<file path="src/rtl/cpu_mem_pkg.sv">
// Shared types and constants for the accumulator CPU memory responder.
// Opcode constants exist so benches can assemble program words.
package cpu_mem_pkg;

  localparam int unsigned ADDR_W_DEF = 5;
  localparam int unsigned DATA_W_DEF = 8;
  localparam int unsigned MEM_DEPTH  = 2 ** ADDR_W_DEF;

  typedef enum logic [1:0] {
    IDLE = 2'd0,
    WAIT = 2'd1,
    RESP = 2'd2,
    LOAD = 2'd3
  } state_e;

  localparam logic [2:0] OP_HLT = 3'd0;
  localparam logic [2:0] OP_LDA = 3'd1;
  localparam logic [2:0] OP_ADD = 3'd2;
  localparam logic [2:0] OP_SUB = 3'd3;
  localparam logic [2:0] OP_AND = 3'd4;
  localparam logic [2:0] OP_STO = 3'd5;
  localparam logic [2:0] OP_JZ  = 3'd6;
  localparam logic [2:0] OP_JMP = 3'd7;

  // Instruction word layout is opcode[7:5] | operand[4:0].
  function automatic logic [7:0] asm_word(input logic [2:0] op, input logic [4:0] operand);
    return {op, operand};
  endfunction

endpackage

</file>
<file path="src/rtl/cpu_mem_responder_if.sv">
// Request/response channel bundle between the CPU (master) and the memory responder (slave).
interface cpu_mem_responder_if #(
  parameter int unsigned ADDR_W = 5,
  parameter int unsigned DATA_W = 8
);

  logic              REQ_VALID;
  logic              REQ_READY;
  logic              REQ_WE;
  logic [ADDR_W-1:0] REQ_ADDR;
  logic [DATA_W-1:0] REQ_WDATA;
  logic              RSP_VALID;
  logic              RSP_READY;
  logic [DATA_W-1:0] RSP_DATA;
  logic              RSP_ERR;

  modport master (
    output REQ_VALID, REQ_WE, REQ_ADDR, REQ_WDATA, RSP_READY,
    input  REQ_READY, RSP_VALID, RSP_DATA, RSP_ERR
  );

  modport slave (
    input  REQ_VALID, REQ_WE, REQ_ADDR, REQ_WDATA, RSP_READY,
    output REQ_READY, RSP_VALID, RSP_DATA, RSP_ERR
  );

endinterface

</file>
<file path="src/rtl/cpu_mem_array.sv">
// Word storage: synchronous write, combinational read. Memory is never reset.
// With CPU_MEM_PARITY_EN defined, each word carries an even-parity bit checked on read.
module cpu_mem_array
  import cpu_mem_pkg::*;
#(
  parameter int unsigned ADDR_W = ADDR_W_DEF,
  parameter int unsigned DATA_W = DATA_W_DEF
) (
  input  logic              CLK,
  input  logic              we,
  input  logic [ADDR_W-1:0] waddr,
  input  logic [DATA_W-1:0] wdata,
`ifdef CPU_MEM_PARITY_EN
  input  logic              winj,
  output logic              rerr,
`endif
  input  logic [ADDR_W-1:0] raddr,
  output logic [DATA_W-1:0] rdata
);

  localparam int unsigned Depth = 2 ** ADDR_W;

  logic [DATA_W-1:0] mem [Depth];

  always_ff @(posedge CLK) begin
    if (we) begin
      mem[waddr] <= wdata;
    end
  end

  assign rdata = mem[raddr];

`ifdef CPU_MEM_PARITY_EN
  logic par [Depth];

  // Stored bit makes the total ones count even; winj flips it to plant an error.
  always_ff @(posedge CLK) begin
    if (we) begin
      par[waddr] <= (^wdata) ^ winj;
    end
  end

  assign rerr = (^rdata) ^ par[raddr];
`endif

endmodule

</file>
<file path="src/rtl/cpu_mem_responder.sv">
// Memory responder for the accumulator CPU: valid/ready request and response channels,
// programmable read wait states, sequential program load. Parity option: CPU_MEM_PARITY_EN.
module cpu_mem_responder
  import cpu_mem_pkg::*;
#(
  parameter int unsigned ADDR_W      = ADDR_W_DEF,
  parameter int unsigned DATA_W      = DATA_W_DEF,
  parameter int unsigned WAIT_CYCLES = 1
) (
  input  logic              CLK,
  input  logic              RST_N,
  cpu_mem_responder_if.slave bus,
  input  logic              LOAD_EN,
  input  logic              LOAD_VALID,
  input  logic [DATA_W-1:0] LOAD_DATA,
`ifdef CPU_MEM_PARITY_EN
  input  logic              PERR_INJ,
`endif
  output logic              LOAD_DONE,
  output logic              BUSY
);

  localparam logic [3:0] WaitInit = 4'(WAIT_CYCLES);

  state_e            state_q, state_d;
  logic [ADDR_W-1:0] addr_q, addr_d;
  logic [3:0]        cnt_q, cnt_d;
  logic [DATA_W-1:0] rsp_data_q, rsp_data_d;
  logic [ADDR_W-1:0] load_ptr_q, load_ptr_d;
  logic              load_done_q, load_done_d;

  logic              mem_we;
  logic [ADDR_W-1:0] mem_waddr;
  logic [DATA_W-1:0] mem_wdata;
  logic [ADDR_W-1:0] mem_raddr;
  logic [DATA_W-1:0] mem_rdata;

`ifdef CPU_MEM_PARITY_EN
  logic rsp_err_q, rsp_err_d;
  logic mem_rerr;
`endif

  cpu_mem_array #(
    .ADDR_W (ADDR_W),
    .DATA_W (DATA_W)
  ) u_array (
    .CLK   (CLK),
    .we    (mem_we),
    .waddr (mem_waddr),
    .wdata (mem_wdata),
`ifdef CPU_MEM_PARITY_EN
    .winj  (PERR_INJ),
    .rerr  (mem_rerr),
`endif
    .raddr (mem_raddr),
    .rdata (mem_rdata)
  );

  always_comb begin
    state_d     = state_q;
    addr_d      = addr_q;
    cnt_d       = cnt_q;
    rsp_data_d  = rsp_data_q;
    load_ptr_d  = load_ptr_q;
    load_done_d = load_done_q;
    mem_we      = 1'b0;
    mem_waddr   = bus.REQ_ADDR;
    mem_wdata   = bus.REQ_WDATA;
    mem_raddr   = addr_q;
`ifdef CPU_MEM_PARITY_EN
    rsp_err_d   = rsp_err_q;
`endif

    unique case (state_q)
      IDLE: begin
        // Read straight from the request address so zero-wait reads capture at accept.
        mem_raddr = bus.REQ_ADDR;
        if (LOAD_EN) begin
          state_d     = LOAD;
          load_ptr_d  = '0;
          load_done_d = 1'b0;
        end else if (bus.REQ_VALID) begin
          if (bus.REQ_WE) begin
            mem_we     = 1'b1;
            rsp_data_d = bus.REQ_WDATA;
`ifdef CPU_MEM_PARITY_EN
            rsp_err_d  = 1'b0;
`endif
            state_d    = RESP;
          end else begin
            addr_d = bus.REQ_ADDR;
            if (WAIT_CYCLES == 0) begin
              rsp_data_d = mem_rdata;
`ifdef CPU_MEM_PARITY_EN
              rsp_err_d  = mem_rerr;
`endif
              state_d    = RESP;
            end else begin
              cnt_d   = WaitInit;
              state_d = WAIT;
            end
          end
        end
      end

      WAIT: begin
        cnt_d = cnt_q - 4'd1;
        if (cnt_q <= 4'd1) begin
          rsp_data_d = mem_rdata;
`ifdef CPU_MEM_PARITY_EN
          rsp_err_d  = mem_rerr;
`endif
          state_d    = RESP;
        end
      end

      RESP: begin
        if (bus.RSP_READY) begin
          state_d = IDLE;
        end
      end

      LOAD: begin
        if (LOAD_VALID) begin
          mem_we     = 1'b1;
          mem_waddr  = load_ptr_q;
          mem_wdata  = LOAD_DATA;
          load_ptr_d = load_ptr_q + {{(ADDR_W - 1){1'b0}}, 1'b1};
          if (&load_ptr_q) begin
            load_done_d = 1'b1;
          end
        end
        // A strobe in the cycle LOAD_EN drops is still written above.
        if (!LOAD_EN) begin
          state_d = IDLE;
        end
      end

      default: state_d = IDLE;
    endcase
  end

  always_ff @(posedge CLK or negedge RST_N) begin
    if (!RST_N) begin
      state_q     <= IDLE;
      addr_q      <= '0;
      cnt_q       <= '0;
      rsp_data_q  <= '0;
      load_ptr_q  <= '0;
      load_done_q <= 1'b0;
    end else begin
      state_q     <= state_d;
      addr_q      <= addr_d;
      cnt_q       <= cnt_d;
      rsp_data_q  <= rsp_data_d;
      load_ptr_q  <= load_ptr_d;
      load_done_q <= load_done_d;
    end
  end

`ifdef CPU_MEM_PARITY_EN
  always_ff @(posedge CLK or negedge RST_N) begin
    if (!RST_N) begin
      rsp_err_q <= 1'b0;
    end else begin
      rsp_err_q <= rsp_err_d;
    end
  end

  assign bus.RSP_ERR = rsp_err_q;
`else
  assign bus.RSP_ERR = 1'b0;
`endif

  assign bus.REQ_READY = (state_q == IDLE) && !LOAD_EN;
  assign bus.RSP_VALID = (state_q == RESP);
  assign bus.RSP_DATA  = rsp_data_q;
  assign LOAD_DONE     = load_done_q;
  assign BUSY          = (state_q != IDLE);

endmodule

</file>
<file path="src/flat_wrapper.sv">
// flat-port wrapper written by rule: the top's interface ports become plain ports
module cpu_mem_responder_flat import cpu_mem_pkg::*;
#(
  parameter int unsigned ADDR_W      = ADDR_W_DEF,
  parameter int unsigned DATA_W      = DATA_W_DEF,
  parameter int unsigned WAIT_CYCLES = 1
)
  (CLK, RST_N, LOAD_EN, LOAD_VALID, LOAD_DATA, LOAD_DONE, BUSY, bus_REQ_VALID, bus_REQ_WE, bus_REQ_ADDR, bus_REQ_WDATA, bus_RSP_READY, bus_REQ_READY, bus_RSP_VALID, bus_RSP_DATA, bus_RSP_ERR);
  cpu_mem_responder_if #(.ADDR_W(ADDR_W), .DATA_W(DATA_W)) bus_i ();
  input  logic CLK;
  input  logic RST_N;
  input  logic LOAD_EN;
  input  logic LOAD_VALID;
  input  logic [DATA_W-1:0] LOAD_DATA;
  output logic LOAD_DONE;
  output logic BUSY;
  input wire logic [$bits(bus_i.REQ_VALID)-1:0] bus_REQ_VALID;
  input wire logic [$bits(bus_i.REQ_WE)-1:0] bus_REQ_WE;
  input wire logic [$bits(bus_i.REQ_ADDR)-1:0] bus_REQ_ADDR;
  input wire logic [$bits(bus_i.REQ_WDATA)-1:0] bus_REQ_WDATA;
  input wire logic [$bits(bus_i.RSP_READY)-1:0] bus_RSP_READY;
  output wire logic [$bits(bus_i.REQ_READY)-1:0] bus_REQ_READY;
  output wire logic [$bits(bus_i.RSP_VALID)-1:0] bus_RSP_VALID;
  output wire logic [$bits(bus_i.RSP_DATA)-1:0] bus_RSP_DATA;
  output wire logic [$bits(bus_i.RSP_ERR)-1:0] bus_RSP_ERR;
  assign bus_i.REQ_VALID = bus_REQ_VALID;
  assign bus_i.REQ_WE = bus_REQ_WE;
  assign bus_i.REQ_ADDR = bus_REQ_ADDR;
  assign bus_i.REQ_WDATA = bus_REQ_WDATA;
  assign bus_i.RSP_READY = bus_RSP_READY;
  assign bus_REQ_READY = bus_i.REQ_READY;
  assign bus_RSP_VALID = bus_i.RSP_VALID;
  assign bus_RSP_DATA = bus_i.RSP_DATA;
  assign bus_RSP_ERR = bus_i.RSP_ERR;
  cpu_mem_responder #(.ADDR_W(ADDR_W), .DATA_W(DATA_W), .WAIT_CYCLES(WAIT_CYCLES)) u_core (.CLK(CLK), .RST_N(RST_N), .bus(bus_i), .LOAD_EN(LOAD_EN), .LOAD_VALID(LOAD_VALID), .LOAD_DATA(LOAD_DATA), .LOAD_DONE(LOAD_DONE), .BUSY(BUSY));
endmodule
</file>
<file path="config.mk">
export PLATFORM = sky130hd
export DESIGN_NAME = cpu_mem_responder_flat
export DESIGN_NICKNAME = d
export VERILOG_FILES = /design/src/rtl/cpu_mem_pkg.sv /design/src/rtl/cpu_mem_responder_if.sv /design/src/rtl/cpu_mem_array.sv /design/src/rtl/cpu_mem_responder.sv /design/src/flat_wrapper.sv
export SDC_FILE = /design/constraint.sdc
export NUM_CORES = 1
export LEC_CHECK = 0
export BUFFER_PORTS_ARGS = -buffer_cell sky130_fd_sc_hd__buf_2
export CORE_UTILIZATION = 55
export DETAILED_ROUTE_END_ITERATION = 10
export PLACE_DENSITY = 0.72
export SETUP_SLACK_MARGIN = 0.3
export SYNTH_ARGS = -nofsm -noshare
export SYNTH_HDL_FRONTEND = slang
export SYNTH_HIERARCHICAL = 1
export SYNTH_SLANG_ARGS = --single-unit
</file>
<file path="constraint.sdc">
create_clock -name CLK -period 4.45 [get_ports CLK]
set_input_delay 0.6675 -clock CLK [delete_from_list [all_inputs] [get_ports CLK]]
set_output_delay 0.6675 -clock CLK [all_outputs]
set_load 0.01 [all_outputs]
</file>
== Word-level counts from Yosys, hierarchy flattened ==
Memory sizes are Yosys's and may differ from the RTL's.
Cells that the tools add are included.

* Register bits: 25
* Output and inout bits: 13
* Memories: 1
* RAM bits: 256
* Logic and storage cells: 74

* Eq/ne operators: 14
* Bitwise logic cells: 2
* Muxes and demuxes: 35
* $add $sub $neg: 2
* Magnitude comparators: 1
* Reduce and logical (&&, ||, !) cells: 13

{| class="wikitable"
|+ Memories
! name !! depth !! bits a word !! read ports !! clocked after Yosys merged registers in !! write ports !! RTL line !! source
|-
| u_core.u_array.mem || 32 || 8 || 1 || 0 || 1 || cpu_mem_array.sv:23 || <nowiki>logic [DATA_W-1:0] mem [Depth];</nowiki>
|}

{| class="wikitable"
|+ Operators with widths
! operator !! count
|-
| 8-bit 2-to-1 mux || 6
|-
| 5-bit 2-to-1 mux || 5
|-
| 2-bit inequality test (second input constant) || 8
|-
| 8-bit one-hot mux with 2 select lines || 1
|-
| 4-bit AND reduction || 4
|-
| 2-bit 2-to-1 mux || 6
|-
| 4-bit 2-to-1 mux || 3
|-
| 5-bit one-hot mux with 2 select lines || 1
|-
| 5-bit AND reduction || 2
|-
| 1-bit 2-to-1 mux || 9
|-
| 2-bit one-hot mux with 4 select lines || 1
|-
| 4-bit one-hot mux with 2 select lines || 1
|-
| 2-bit nonzero test || 3
|-
| 5-bit by 1-bit adder with 5-bit output (second input constant) || 1
|-
| 2-bit equality test (second input constant) || 2
|-
| 4-bit by 1-bit <= comparator with 1-bit output (second input constant) || 1
|-
| 2-bit by 1-bit inequality test with 1-bit output (second input constant) || 2
|-
| 1-bit one-hot mux with 2 select lines || 2
|-
| 4-bit by 1-bit subtractor with 4-bit output (second input constant) || 1
|-
| 3-bit inequality test (second input constant) || 1
|-
| 3-bit AND reduction || 1
|-
| 2-bit by 1-bit equality test with 1-bit output (second input constant) || 1
|-
| 2-bit zero test || 1
|-
| 1-bit inverter || 2
|-
| 2 further kinds || 2
|}

== Logic depth before layout (Yosys ltp) ==
* Depth in word-level cells: 6
* Gate-level depth with buffers: 11

== Hierarchy ==
Netlist, hierarchy kept.

{| class="wikitable"
|+ By module, submodules not included
! module !! times used !! area each (sq um) !! cells an instance
|-
| cpu_mem_array || 1 || 9893.2 || 409
|-
| cpu_mem_responder || 1 || 1611.5 || 155
|}

== Worst setup path after synthesis ==
OpenSTA, ideal clock, no wires.

* Path type: flip-flop to flip-flop
* Start: register u_core.state_q[0]
* End: register u_core.rsp_data_q[0] (netlist: u_core/bus.RSP_DATA[0])
* Data required time: 4.325 ns
* Cell stages (with the launch flop): 12
* Data arrival time: 3.356 ns
* Period minus slack after synthesis: 3.481 ns
* Path slack: 0.969 ns
* Path through: dfrtp_1 -> inv_1 -> ha_1 -> buf_1 -> mux2_2 -> clkbuf_1 -> clkbuf_1 -> mux4_2 -> mux4_2 -> mux2_2 -> mux2_2 -> mux2_2

* Cells in the longest elaborated chain, start to end: 5
* Elaborated cells on any way between the ends: 12

{| class="wikitable"
|+ Ends and longest elaborated chain
! what !! RTL line !! source
|-
| start: declaration || cpu_mem_responder.sv:25 || <nowiki>state_e state_q, state_d;</nowiki>
|-
| start signal: assignment || cpu_mem_responder.sv:152 || <nowiki>state_q <= state_d;</nowiki>
|-
| 2-bit zero test || cpu_mem_responder.sv:74 || <nowiki>unique case (state_q)</nowiki>
|-
| 5-bit 2-to-1 mux || cpu_mem_responder.sv:74 ||
|-
| named net u_core.mem_raddr[2] || cpu_mem_responder.sv:35 || <nowiki>logic [ADDR_W-1:0] mem_raddr;</nowiki>
|-
| memory 32 x 8 bit || - ||
|-
| named net u_core.mem_rdata[0] || cpu_mem_responder.sv:36 || <nowiki>logic [DATA_W-1:0] mem_rdata;</nowiki>
|-
| 8-bit 2-to-1 mux || cpu_mem_responder.sv:108 || <nowiki>if (cnt_q <= 4'd1) begin</nowiki>
|-
| 8-bit one-hot mux with 2 select lines || cpu_mem_responder.sv:74 ||
|-
| end signal: assignment || cpu_mem_responder.sv:155 || <nowiki>rsp_data_q <= rsp_data_d;</nowiki>
|-
| end: declaration || cpu_mem_responder.sv:28 || <nowiki>logic [DATA_W-1:0] rsp_data_q, rsp_data_d;</nowiki>
|}

The timed path passes the listed nets, and every way through them passes these cells. The select of a mux whose other input is x is not followed.
A chain may end at the register's enable or synchronous reset.

== Worst setup path after layout ==
* Start: register u_core.state_q[1]
* End: memory u_core.u_array.mem[1][5] (enable)

* Elaborated cells on any way between the ends: 6

{| class="wikitable"
|+ RTL lines
! what !! RTL line !! source
|-
| 2-bit equality test || cpu_mem_responder.sv:74 ||
|-
| 5-bit 2-to-1 mux || cpu_mem_responder.sv:74 ||
|-
| named net u_core.mem_waddr[0] || cpu_mem_responder.sv:33 || <nowiki>logic [ADDR_W-1:0] mem_waddr;</nowiki>
|-
| end: declaration || cpu_mem_array.sv:23 ||
|}

The timed path passes the listed nets, and every way through them passes these cells.

==> results.md <==
* Worst R2R Start: u_core/state_q[1]
* Drt wl/cell at 27.0 µm
* Buffers on Ports at 39
* Clock Latency Late Sink at 0.54 ns
* CP Class: flop to flop
* Asr flop ratio synth at 8.90%
* Core area at 0.0204 mm²
* Max VDD drop at 0.000336 V
* CP endpoint kind: flop
* Leakage power at 4.33 nW
* Clk_skew at 0.00844 ns
* Cts bufs inserted at 28
* Area leader, netlist: edfxtp_1
* Slew Limit Fails at 0
* R2R setup slack at 0.89 ns
* H-tree Lvls at 1
* Vias in the first global route at 5870
* Final Instance Count excl. Fillers at 924
* Std cell rows at 52
* Critical path fanouts, max at 19
* Max clock buf depth at 3
* Hold/Removal Path Class: input port to asynchronous set/reset pin
* Cells after synthesis at 564
* Fin crit share at 80.1%
* DP Wirelength at 15.5 mm
* DRT iter0 DRCs at 580
* Max-Cap Viols at 0
* Chip width at 147 µm
* First-pass GRT wire length at 37.3 mm
* RSZ-0062 raised after global routing: no
* Synthesized area at 0.0115 mm²
* Die ar. at 0.0215 mm²
* Power Density at 622 mW/mm²
* Placed instance area at 0.0121 mm²
* Fmax at 281 MHz
* Die Ht at 147 µm
* Pin count of the biggest net entering global routing at 65
* Grt total ovfl at 0
* Critical Path Max Stage Delay at 0.83 ns
* Post-synth top area share at 66.8%
* Register area share after synthesis at 72.3%
* Clock Tree Root: clkbuf_16
* Path depth of the worst reg2reg path at 5
* Syn Nets at 600
* Synth area leaders: edfxtp_1, mux4_2, dfrtp_1
* CTS Hold Bufs at 0
* Util after Layout at 64.1%
* Top cells by count, synth: edfxtp_1, mux4_2, mux2_2, nor2_1, dfrtp_1
* Finish-stage setup viols at 0
* Final Critical Period at 3.56 ns
* RePlAce Congestion at 0.822
* Drt via density at 6.38
* Slowest-stage cell, CP: nor2_1
* EDFF count, synth at 256
* Cell family with the largest share of critical-path delay: simple AND/OR/NAND/NOR gates
* Setup TNS at 0 ns
* Primary FF master, synth: edfxtp_1
* Seq. cell area at 0.00831 mm²
* Post-route cell area at 0.0130 mm²
* ANT nets after route at 0
* CTS tree: done
* Initial Utilization at 56.5%
* Post-CTS setup buffer count at 0
* Global-route usage over all layers at 23.9%
* Worst path bufs/invs at 0
* DRC at 0
* Crit Reg-Reg Endpoint: u_core/u_array/mem[1][5]
* Most common cell in the synthesized netlist: edfxtp_1
* Synth Warn # at 6
* Flop and latch count out of synthesis at 281
* Nature of the critical path startpoint: flop
* Rel. slew slack at 39.5%
* Yosys cell types at 37
* Post-CTS sizing at 0
* Crit-path cells: ha_1 > nand2_1 > o21ai_0 > nand3b_1 > nor2_1
* Share of cells above drive strength 1 at 36.2%
* Mean Syn Cell Area at 20.4 µm²
* Initial antenna violation count at 0
* Pre-Repair DR Iteration Count at 5
* Cells after DPL at 872
* # fillers at 1352
* Hold Fails Final Rpt at 0
* Crit path DAT at 3.72 ns
* Ant diodes at 0
* I/O pin cnt at 41
* Req. time, crit path at 4.61 ns
* TritonCTS Sinks at 281
* Vias post-DR at 5895
* Nets at 668
* Final wirelength at 24.9 mm
* Multi-input gate area at 0.00300 mm²
* CTS clk-pin slew, worst paths at 0.06 ns
* Outcome: complete, no violations
* Layout area overhead at 13.4%
* Worst slew pin tran at 0.904 ns
==> cell type report <==
class,count,share of cell area (%)
clock buffer,48,6.48
timing repair buffer,67,3.30
inverter,11,0.316
tap,270,2.59
multi-input combinational,243,23.0
clock inverter,4,0.614
sequential,281,63.7
==> metrics by stage <==
| stage | hold WS, ns | worst slack, ns | power, W |
|---|---|---|---|
| final | 0.136 | 0.885 | 0.00811 |
| after CTS | 0.138 | 0.851 | 0.00816 |
| after floorplan | 0.372 | 0.969 | 0.00509 |
| after detailed placement | 0.497 | 0.841 | 0.00583 |
| after global placement | 0.485 | 0.906 | 0.00578 |
| after global routing | 0.167 | 0.616 | 0.00837 |
==> per-layer routing <==
layer	routed length, µm	track usage (%)	up-vias
li1	-	-	2439
met1	10400	35.0	3145
met2	12200	38.4	282
met3	1980	3.62	29
met4	330	5.36	0
met5	0	0	-
==> state kept, by name, indices dropped and copies added (netlist names) <==
name and cells:
u_core/addr_q 5, u_core/LOAD_DONE 1, u_core/load_ptr_q 5, u_core/u_array/mem 256, u_core/state_q 2, u_core/cnt_q 4, u_core/bus.RSP_DATA 8
==> cell families after synthesis <==
family	after synthesis	share of synthesized area, %
AND/OR/NAND/NOR	83	3.55
other	1	0.0326
flip-flops	281	72.3
AO/OA/AOI/OAI	26	1.53
adder cells (fa/ha/maj)	8	0.870
buffers and inverters	40	1.71
multiplexers	125	20.1
==> how the worst max path moves through the flow <==
stage | start | end | slack, ns | cells past startpoint
floorplan | u_core/state_q[0] | u_core/bus.RSP_DATA[0] | 0.97 | 11
finish | u_core/state_q[1] | u_core/u_array/mem[1][5] | 0.89 | 5
CTS | u_core/state_q[0] | u_core/bus.RSP_DATA[6] | 0.85 | 9
global placement | bus_REQ_ADDR[0] | u_core/bus.RSP_DATA[6] | 0.91 | 8
detailed placement | bus_REQ_ADDR[0] | u_core/bus.RSP_DATA[6] | 0.84 | 8
global route | u_core/state_q[1] | u_core/u_array/mem[1][4] | 0.62 | 5
==> where the power goes <==
group          leakage (nW)  internal, W  switching, W
clock                 0.447      0.00140      0.000929
sequential             2.61      0.00306     0.0000733
combinational          1.27      0.00131       0.00134
total                  4.33      0.00577       0.00234
==> cells in the final DEF, fill, tap and decap left out, types with 3 or more instances in the layout <==
master	instances
clkbuf_8	7
buf_2	39
ha_1	8
nand2_1	14
edfxtp_1	256
clkbuf_1	13
dfrtp_1	25
nor3_1	3
o21ai_0	12
mux4_2	80
nand2b_1	4
nor2_1	37
inv_1	10
nand3_1	9
a22o_1	4
mux2_2	43
or3b_2	3
buf_4	26
clkbuf_16	28
nand3b_1	6
Note: power is estimated with default switching activity, not from simulation.
